--- config.mk ---
export PLATFORM = sky130hd
export DESIGN_NAME = demux4x16_buffered
export DESIGN_NICKNAME = d
export VERILOG_FILES = /design/src/rtl/demux4x16_buffered_pkg.sv /design/src/rtl/demux4x16_buffered_out_slot.sv /design/src/rtl/demux4x16_buffered.sv
export SDC_FILE = /design/constraint.sdc
export NUM_CORES = 1
export LEC_CHECK = 0
export ABC_AREA = 1
export CAP_MARGIN = 10
export CORE_MARGIN = 2
export CORE_UTILIZATION = 52
export DETAILED_ROUTE_END_ITERATION = 16
export PLACE_DENSITY = 0.88
export SYNTH_ARGS = -nofsm -noshare
export SYNTH_HDL_FRONTEND = slang
export SYNTH_SLANG_ARGS = --single-unit
--- constraint.sdc ---
create_clock -name clk -period 2.5 [get_ports clk]
set_input_delay 0.625 -clock clk [delete_from_list [all_inputs] [get_ports clk]]
set_output_delay 0.625 -clock clk [all_outputs]
set_load 0.01 [all_outputs]
--- src/rtl/demux4x16_buffered_pkg.sv ---
// Shared constants and the channel-select decode for the buffered 1-to-4 demultiplexer.
package demux4x16_buffered_pkg;

  localparam int NUM_CH         = 4;
  localparam int DATA_WIDTH_DEF = 16;
  localparam int SEL_WIDTH_DEF  = 2;
  localparam int CNT_WIDTH_DEF  = 8;

  function automatic logic [NUM_CH-1:0] sel_to_mask(input logic [SEL_WIDTH_DEF-1:0] sel);
    logic [NUM_CH-1:0] mask;
    mask      = '0;
    mask[sel] = 1'b1;
    return mask;
  endfunction

endpackage

--- src/rtl/demux4x16_buffered_out_slot.sv ---
// One output channel register: holds valid/data plus a delivered-word counter; loads 1 cycle after accept.
// free is high when empty or draining this cycle, so a stalled consumer only blocks its own slot.
module demux4x16_buffered_out_slot
  import demux4x16_buffered_pkg::*;
#(
  parameter int DATA_WIDTH = DATA_WIDTH_DEF,
  parameter int CNT_WIDTH  = CNT_WIDTH_DEF
) (
  input  logic                  clk,
  input  logic                  rst_n,
  input  logic                  load,
  input  logic [DATA_WIDTH-1:0] load_data,
  input  logic                  ready,
  input  logic                  clr_cnt,
  output logic                  valid,
  output logic [DATA_WIDTH-1:0] data,
  output logic [CNT_WIDTH-1:0]  cnt,
  output logic                  free
);

  logic                  valid_q, valid_d;
  logic [DATA_WIDTH-1:0] data_q, data_d;
  logic [CNT_WIDTH-1:0]  cnt_q, cnt_d;
  logic                  hshake;

  assign hshake = valid_q & ready;
  assign free   = ~valid_q | ready;

  always_comb begin
    valid_d = valid_q;
    data_d  = data_q;
    cnt_d   = cnt_q;
    // A load in the same cycle as a drain keeps the slot full with the new word.
    if (load) begin
      valid_d = 1'b1;
      data_d  = load_data;
    end else if (hshake) begin
      valid_d = 1'b0;
    end
    if (clr_cnt) begin
      cnt_d = '0;
    end else if (hshake) begin
      cnt_d = cnt_q + 1'b1;
    end
  end

  always_ff @(posedge clk or negedge rst_n) begin
    if (!rst_n) begin
      valid_q <= 1'b0;
      data_q  <= '0;
      cnt_q   <= '0;
    end else begin
      valid_q <= valid_d;
      data_q  <= data_d;
      cnt_q   <= cnt_d;
    end
  end

  assign valid = valid_q;
  assign data  = data_q;
  assign cnt   = cnt_q;

endmodule

--- src/rtl/demux4x16_buffered.sv ---
// Steers one producer stream to one of four registered channels (or all four on broadcast); 1-cycle latency.
// in_ready depends only on slot state and out_ready; broadcast waits until every slot is free.
module demux4x16_buffered
  import demux4x16_buffered_pkg::*;
#(
  parameter int DATA_WIDTH = DATA_WIDTH_DEF,
  parameter int SEL_WIDTH  = SEL_WIDTH_DEF,
  parameter int CNT_WIDTH  = CNT_WIDTH_DEF
) (
  input  logic                  clk,
  input  logic                  rst_n,
  input  logic                  in_valid,
  output logic                  in_ready,
  input  logic [DATA_WIDTH-1:0] in_data,
  input  logic [SEL_WIDTH-1:0]  in_sel,
  input  logic                  in_bcast,
  output logic [NUM_CH-1:0]     out_valid,
  input  logic [NUM_CH-1:0]     out_ready,
  output logic [DATA_WIDTH-1:0] out_data0,
  output logic [DATA_WIDTH-1:0] out_data1,
  output logic [DATA_WIDTH-1:0] out_data2,
  output logic [DATA_WIDTH-1:0] out_data3,
  output logic [CNT_WIDTH-1:0]  cnt0,
  output logic [CNT_WIDTH-1:0]  cnt1,
  output logic [CNT_WIDTH-1:0]  cnt2,
  output logic [CNT_WIDTH-1:0]  cnt3,
  input  logic                  clr_cnt
);

  logic [NUM_CH-1:0]     free;
  logic [NUM_CH-1:0]     target;
  logic [NUM_CH-1:0]     load;
  logic                  accept;
  logic [DATA_WIDTH-1:0] data_arr [NUM_CH];
  logic [CNT_WIDTH-1:0]  cnt_arr  [NUM_CH];

  assign target = in_bcast ? {NUM_CH{1'b1}} : sel_to_mask(in_sel);

  // Held in reset the slots look empty, so ready is forced low to keep the producer out.
  assign in_ready = rst_n & (in_bcast ? (&free) : free[in_sel]);
  assign accept   = in_valid & in_ready;
  assign load     = accept ? target : '0;

  for (genvar i = 0; i < NUM_CH; i++) begin : g_slot
    demux4x16_buffered_out_slot #(
      .DATA_WIDTH (DATA_WIDTH),
      .CNT_WIDTH  (CNT_WIDTH)
    ) u_slot (
      .clk       (clk),
      .rst_n     (rst_n),
      .load      (load[i]),
      .load_data (in_data),
      .ready     (out_ready[i]),
      .clr_cnt   (clr_cnt),
      .valid     (out_valid[i]),
      .data      (data_arr[i]),
      .cnt       (cnt_arr[i]),
      .free      (free[i])
    );
  end

  assign out_data0 = data_arr[0];
  assign out_data1 = data_arr[1];
  assign out_data2 = data_arr[2];
  assign out_data3 = data_arr[3];
  assign cnt0      = cnt_arr[0];
  assign cnt1      = cnt_arr[1];
  assign cnt2      = cnt_arr[2];
  assign cnt3      = cnt_arr[3];

endmodule

==> results of run 1 <==
-- how the worst min path moves through the flow --
stage | from | to | slack [ns]
6_report | rst_n | g_slot[0].u_slot.cnt[7] | 0.36
5_1_grt | rst_n | g_slot[0].u_slot.cnt[6] | 0.40
4_1_cts | rst_n | g_slot[0].u_slot.cnt[3] | 0.38
3_5_place_dp | g_slot[3].u_slot.data[12] | g_slot[3].u_slot.data[12] | 0.46
3_3_place_gp | g_slot[1].u_slot.data[15] | g_slot[1].u_slot.data[15] | 0.45
2_1_floorplan | rst_n | g_slot[0].u_slot.cnt[0] | 0.33
-- cell families (layout without fill, tap and decap cells) --
kind of cell	after synthesis	count (layout)	share of synthesized area [%]
xor gates and xnor gates	1	1	0.185
AOI/OAI and AO/OA	40	40	4.33
and+or+nand+nor	324	324	33.5
adders and majority gates	4	4	1.06
DFF	100	100	52.8
buffers and inverters	78	206	8.16
-- power groups by stage --
| stage | Clock [mW] | Sequential, mW | Combinational (mW) |
|---|---|---|---|
| 6_report | 1.06 | 2.08 | 1.26 |
| 3_5_place_dp | 0 | 2.10 | 1.27 |
| 4_1_cts | 1.07 | 2.08 | 1.27 |
| 5_1_grt | 1.13 | 2.11 | 1.37 |
| 3_3_place_gp | 0 | 2.09 | 1.24 |
| 2_1_floorplan | 0 | 2.20 | 0.408 |
-- per-stage QoR --
step / instance area (um^2) / hold slack (ns) / power, mW / utilization, %
6_report: 6250 / 0.365 / 4.40 / 71.3
5_1_grt: 6250 / 0.400 / 4.61 / 71.3
4_1_cts: 6240 / 0.377 / 4.42 / 71.2
3_5_place_dp: 6050 / 0.463 / 3.36 / 69.0
3_3_place_gp: 6050 / 0.453 / 3.32 / 69.0
2_1_floorplan: 4740 / 0.329 / 2.60 / -
-- registers in the layout (all words and copies together), names as in the netlist --
name,flops
g_slot.u_slot.cnt,32
g_slot.u_slot.valid,4
g_slot.u_slot.data,64
-- per-layer routing --
metal	wire (um)	part of all wire [%]	GRT usage, %	vias to the layer above
li1	-	-	-	2049
met1	5120	40	34.7	2077
met2	6220	49	43.0	187
met3	1260	10	7.45	10
met4	84	0.66	5.58	0
met5	0	0	0	-
-- what timing repair did --
item	4_1_cts	5_1_grt
resized for setup	4	3
setup buffers	0	0
setup endpoints to repair	1	1
endpoints found under the hold margin	0	0
-- final cells by class --
cell class | count | share of cell area, %
clock inverters | 6 | 1.14
flip-flops and latches | 100 | 40.0
inverters | 48 | 2.88
multi-input cells | 369 | 29.7
repair buffers | 142 | 22.1
clock buffers | 10 | 2.04
well taps | 108 | 2.16
-- placed cells by master, fill, tap and decap left out --
cell,n
sky130_fd_sc_hd__nand2_2,10
sky130_fd_sc_hd__dlymetal6s2s_1,3
sky130_fd_sc_hd__o21bai_1,1
sky130_fd_sc_hd__nor2_8,1
sky130_fd_sc_hd__nand2_4,5
sky130_fd_sc_hd__clkinvlp_4,1
sky130_fd_sc_hd__o21ai_1,2
sky130_fd_sc_hd__a211oi_1,1
sky130_fd_sc_hd__o21ai_0,22
sky130_fd_sc_hd__nor2_1,35
sky130_fd_sc_hd__inv_6,2
sky130_fd_sc_hd__nor2_2,1
sky130_fd_sc_hd__nand4_1,70
sky130_fd_sc_hd__clkinv_1,1
sky130_fd_sc_hd__clkbuf_8,9
sky130_fd_sc_hd__nor3b_1,2
sky130_fd_sc_hd__inv_2,3
sky130_fd_sc_hd__buf_2,2
sky130_fd_sc_hd__inv_1,44
sky130_fd_sc_hd__xor2_1,1
sky130_fd_sc_hd__buf_4,16
sky130_fd_sc_hd__clkinv_2,1
sky130_fd_sc_hd__nand4_4,4
sky130_fd_sc_hd__ha_1,4
sky130_fd_sc_hd__nor2_4,2
sky130_fd_sc_hd__a21oi_1,14
sky130_fd_sc_hd__nand2_1,173
sky130_fd_sc_hd__clkbuf_1,1
sky130_fd_sc_hd__nand3_1,10
sky130_fd_sc_hd__dfrtp_1,100
sky130_fd_sc_hd__clkdlybuf4s50_1,121
sky130_fd_sc_hd__nor3_1,11
sky130_fd_sc_hd__bufinv_16,1
sky130_fd_sc_hd__inv_8,1
==> flow_summary.json, run 1 <==
{
  "drt_iter0_markers": 220,
  "dp_cells": 767,
  "synth_ff_type": "sky130_fd_sc_hd__dfrtp_1",
  "power_leakage_nw": 3.03,
  "slew_margin_rel_pct": 52.1,
  "drive_above_1_share_pct": 8.74,
  "clock-sinks": 100,
  "worst_setup_path_startpoint": "out_ready[0]",
  "cp_data_arrival_time_ns": 1.76,
  "synth_top_area_cell": "sky130_fd_sc_hd__dfrtp_1",
  "endpoint": "in_ready",
  "grt_pass1_wl_um": 20600,
  "status": "finished, final reports clean",
  "floorplan.die.height_um": 99.5,
  "setup.worst_path.class": "in -> out",
  "achievable-frequency_mhz": 419,
  "critical_path.startpoint_type": "input pin",
  "via_count_of_the_first_global_routing_pass": 4274,
  "critical-path-max-stage-delay_ns": 0.48,
  "power.share.sequential_pct": 47.3,
  "crit_path_max_fanout": 2,
  "asr_flop_ratio_synth_pct": 100,
  "place.detailed.hpwl_um": 8920,
  "multiInputGateArea_um2": 1860,
  "setup_violations": 0,
  "dieArea_um2": 9890,
  "seq_area_frac_synth_pct": 52.8,
  "average_instance_area_after_synthesis_um2": 8.66,
  "timing.max_cap.violations": 0,
  "crit_path_cell_trace": "clkdlybuf4s50_1 > clkinv_1 > nand2_1 > o21bai_1 > nand2_1 > nor2_4 > buf_2",
  "synthMostInstantiatedCell": "sky130_fd_sc_hd__nand2_1",
  "post_synth_main_area_contributors": "sky130_fd_sc_hd__dfrtp_1 (53%), sky130_fd_sc_hd__nand2_1 (14%), sky130_fd_sc_hd__nand4_1 (9.2%)",
  "mappedNetlistNets": 578,
  "io_buffers": 127,
  "final_nets": 701,
  "cts_made_buffers": 9,
  "p_sw_share_pct": 31.6,
  "route.vias.total": 4323,
  "area_growth_pct": 31.9,
  "final_antenna_net_count": 0,
  "insertion_delay_to_the_later_sink_of_the_worst_skew_pair_ns": 0.36,
  "critical-path-top-delay-family": "buffers and inverters",
  "routabilityCongestion": 0.803,
  "initial_utilization_pct": 54.1,
  "p_switching_mw": 1.39,
  "cp.required_ns": 1.88,
  "postSynthCellCount": 547,
  "core_um2": 8760,
  "number_of_antenna_violations_at_the_first_check_in_global_routing": 0,
  "wire_per_inst_um": 16.2,
  "worst_path_most_repeated_cell": "sky130_fd_sc_hd__nand2_1",
  "grt_start_max_net_pins": 65,
  "boundaryPins": 128,
  "synth_commonest_cells": "sky130_fd_sc_hd__nand2_1 (173), sky130_fd_sc_hd__dfrtp_1 (100), sky130_fd_sc_hd__nand4_1 (70), sky130_fd_sc_hd__inv_1 (44), sky130_fd_sc_hd__nor2_1 (35)",
  "power_frac_clock_pct": 24.1,
  "pwr_per_cell_area_nw_per_um2": 703,
  "power_frac_comb_pct": 28.6,
  "grt_overflow": 0,
  "final.min_clock_period_ns": 2.39,
  "setup_total_negative_slack_ns": 0,
  "drcViolationCount": 0,
  "count_of_distinct_cell_types_in_the_synthesized_netlist": 28,
  "h-tree-depth": 3,
  "synth_warnings": 0,
  "avgViaCountPerCell": 5.52,
  "crit_cells": 7,
  "final-hold-violation-count": 0,
  "clock-root-buffer": "sky130_fd_sc_hd__clkbuf_8",
  "num_antenna_cells": 0,
  "slew_limit_fails": 0,
  "crit_path_end_kind": "primary output",
  "crit_reg_reg_endpoint": "g_slot[0].u_slot.data[4]",
  "buffers_from_clock_root_to_sink_at_most": 2,
  "final-seq-area_um2": 2500,
  "rrSetupSlack_ns": 0.70,
  "post_synth_design_cell_area_um2": 4740,
  "cts_hold_buffers": 0,
  "post-place-ws_ns": -0.365,
  "die_w_um": 99.5,
  "rr_worst_depth": 8,
  "worstReg2RegStart": "g_slot[1].u_slot.valid",
  "globalRouteTotalUtil_pct": 26.1,
  "final.period_utilization_pct": 95.5,
  "clkTransAtPathRegs_ns": 0.11,
  "seq_cells_post_synth": 100,
  "cell_internal_pwr_mw": 3.01,
  "dr.pass1.iters": 4,
  "routed_wirelength_um": 12700,
  "critPathBufInv": 3,
  "synth_enable_flop_cells": 0,
  "final-instance-count-excl-fill": 783,
  "worstHoldPathType": "in -> async",
  "worst_pin_slew_ns": 0.718,
  "fillCellCount": 667,
  "tritoncts": "done",
  "rows": 34,
  "synth_top_area_share_pct": 52.8,
  "slowest_stage": "sky130_fd_sc_hd__clkdlybuf4s50_1",
  "finalClockSkew_ns": 0.0147,
  "grt_setup_unrepaired": "no",
  "vdd_drop_max_mv": 0.476,
  "setup_slack_after_layout_ns": 0.112
}
(Power assumes the default switching activity.)
==> run 2: changes to the inputs <==
RECOVER_POWER = 50   (was default)
==> flow_summary.json, run 2 (synthesis gave the netlist of run 1 again) <==
{
  "vdd_drop_max_mv": 0.477,
  "cts_made_buffers": 9,
  "grt_pass1_wl_um": 20600,
  "cell_internal_pwr_mw": 2.98,
  "power.share.sequential_pct": 47.6,
  "critical_path.startpoint_type": "input pin",
  "cp_data_arrival_time_ns": 1.77,
  "grt_overflow": 0,
  "finish.utilization_pct": 71.3,
  "cp.required_ns": 1.88,
  "final.period_utilization_pct": 96.0,
  "dieArea_um2": 9890,
  "h-tree-depth": 3,
  "area_growth_pct": 31.8,
  "achievable-frequency_mhz": 417,
  "power_mw": 4.37,
  "setup_slack_after_layout_ns": 0.101,
  "slew_limit_fails": 0,
  "drive_above_1_share_pct": 8.59,
  "setup_total_negative_slack_ns": 0,
  "setup_violations": 0,
  "drt_iter0_markers": 223,
  "num_antenna_cells": 0,
  "grt_start_max_net_pins": 65,
  "place_area_um2": 6050,
  "globalRouteTotalUtil_pct": 26.1,
  "slew_margin_rel_pct": 22.0,
  "die_w_um": 99.5,
  "fin_worst_hold_slack_ns": 0.480,
  "layout.cells.most_common": "sky130_fd_sc_hd__nand2_1",
  "avgViaCountPerCell": 5.55,
  "p_sw_share_pct": 31.7,
  "via_count_of_the_first_global_routing_pass": 4274,
  "final-instance-count-excl-fill": 783,
  "grt_setup_unrepaired": "no",
  "final_antenna_net_count": 0,
  "post-place-ws_ns": -0.365,
  "power_frac_clock_pct": 24.2,
  "number_of_antenna_violations_at_the_first_check_in_global_routing": 0,
  "critical-path-max-stage-delay_ns": 0.59,
  "place.detailed.hpwl_um": 8920,
  "finalInstanceArea_um2": 6240,
  "setup.worst_path.class": "in -> out",
  "worst_pin_slew_ns": 1.17,
  "crit_path_end_kind": "primary output",
  "drcViolationCount": 0,
  "floorplan.die.height_um": 99.5,
  "flip_flop_count_of_the_largest_register_all_copies_and_words_added": 64,
  "initial_utilization_pct": 54.1,
  "power_frac_comb_pct": 28.2,
  "routabilityCongestion": 0.803,
  "core_um2": 8760,
  "power_leakage_nw": 3.06,
  "pwr_per_cell_area_nw_per_um2": 699,
  "final_nets": 701,
  "insertion_delay_to_the_later_sink_of_the_worst_skew_pair_ns": 0.36,
  "clock-root-buffer": "sky130_fd_sc_hd__clkbuf_8",
  "slowest_stage": "sky130_fd_sc_hd__dlygate4sd3_1",
  "clock-sinks": 100,
  "buffers_from_clock_root_to_sink_at_most": 2,
  "final.min_clock_period_ns": 2.40,
  "top_library_cells_by_usage_in_the_layout_fill_and_taps_aside": "sky130_fd_sc_hd__nand2_1 (173), sky130_fd_sc_hd__clkdlybuf4s50_1 (102), sky130_fd_sc_hd__dfrtp_1 (100), sky130_fd_sc_hd__nand4_1 (70), sky130_fd_sc_hd__inv_1 (44)",
  "finalClockSkew_ns": 0.0155,
  "timing.max_cap.violations": 0,
  "io_buffers": 127,
  "p_switching_mw": 1.38,
  "tritoncts": "done",
  "worstHoldPathType": "reg -> reg",
  "rows": 34,
  "boundaryPins": 128,
  "status": "finished, final reports clean",
  "routed_wirelength_um": 12700,
  "wire_per_inst_um": 16.2,
  "dr.pass1.iters": 4,
  "route.vias.total": 4347,
  "crit_path_cell_trace": "dlygate4sd3_1 > inv_1 > nand3_1 > nand2_1 > nor2_4 > buf_2",
  "final-hold-violation-count": 0,
  "dp_cells": 767,
  "clkTransAtPathRegs_ns": 0.10,
  "cts_hold_buffers": 0,
  "crit_path_max_fanout": 2
}
-- run 2: cell types whose count changed in the layout (fill, tap and decap cells not counted), sizes merged --
cell,before,now
clkdlybuf4s50,121,102
buf,18,15
dlygate4sd3,0,19
clkbuf,10,13
-- run 2: layout make-up --
class,instances,area (um^2)
multi-input cells,369,1860
inverters,48,180
clock inverters,6,71.3
fillers,668,2520
repair buffers,142,1370
clock buffers,10,128
well taps,108,135
flip-flops and latches,100,2500
-- run 2: power groups by stage --
stage | registers [mW] | clock network [mW] | logic [mW]
after detailed placement | 2.10 | 0 | 1.27
after global placement | 2.09 | 0 | 1.24
after floorplan | 2.20 | 0 | 0.408
after CTS | 2.08 | 1.07 | 1.27
final | 2.08 | 1.06 | 1.23
after global routing | 2.11 | 1.13 | 1.34
-- run 2: what timing repair did --
item,CTS,global route
pin swaps,0,0
setup buffers,0,0
resized for setup,4,3
endpoints found under the setup margin,1,1
-- run 2: layer usage --
metal	up-vias	wire length, um	track usage, %
li1	2052	-	-
met1	2099	5230	34.7
met3	14	1110	7.45
met2	182	6260	43.0
met4	0	96	5.58
met5	-	0	0
-- run 2: critical path: cells and delay by family --
family | cells | cell delay (ns)
buf+inv | 3 | 0.83
simple gates | 3 | 0.32
-- run 2: final timing paths --
path / start / cells past startpoint / end / slack, ns
max in group asynchronous: rst_n / 3 / g_slot[3].u_slot.valid / 0.43
max reg2reg: g_slot[1].u_slot.valid / 8 / g_slot[0].u_slot.data[4] / 0.70
min reg2reg: g_slot[3].u_slot.data[12] / 2 / g_slot[3].u_slot.data[12] / 0.48
min: g_slot[3].u_slot.data[12] / 2 / g_slot[3].u_slot.data[12] / 0.48
min in group asynchronous: rst_n / 2 / g_slot[0].u_slot.cnt[7] / 0.58
max: out_ready[3] / 6 / in_ready / 0.10
==> run 3: changes to the inputs <==
TNS_END_PERCENT = 5   (was default)
==> results of run 3 <==
The final DEF is identical to that of run 2; final timing and power are the same.
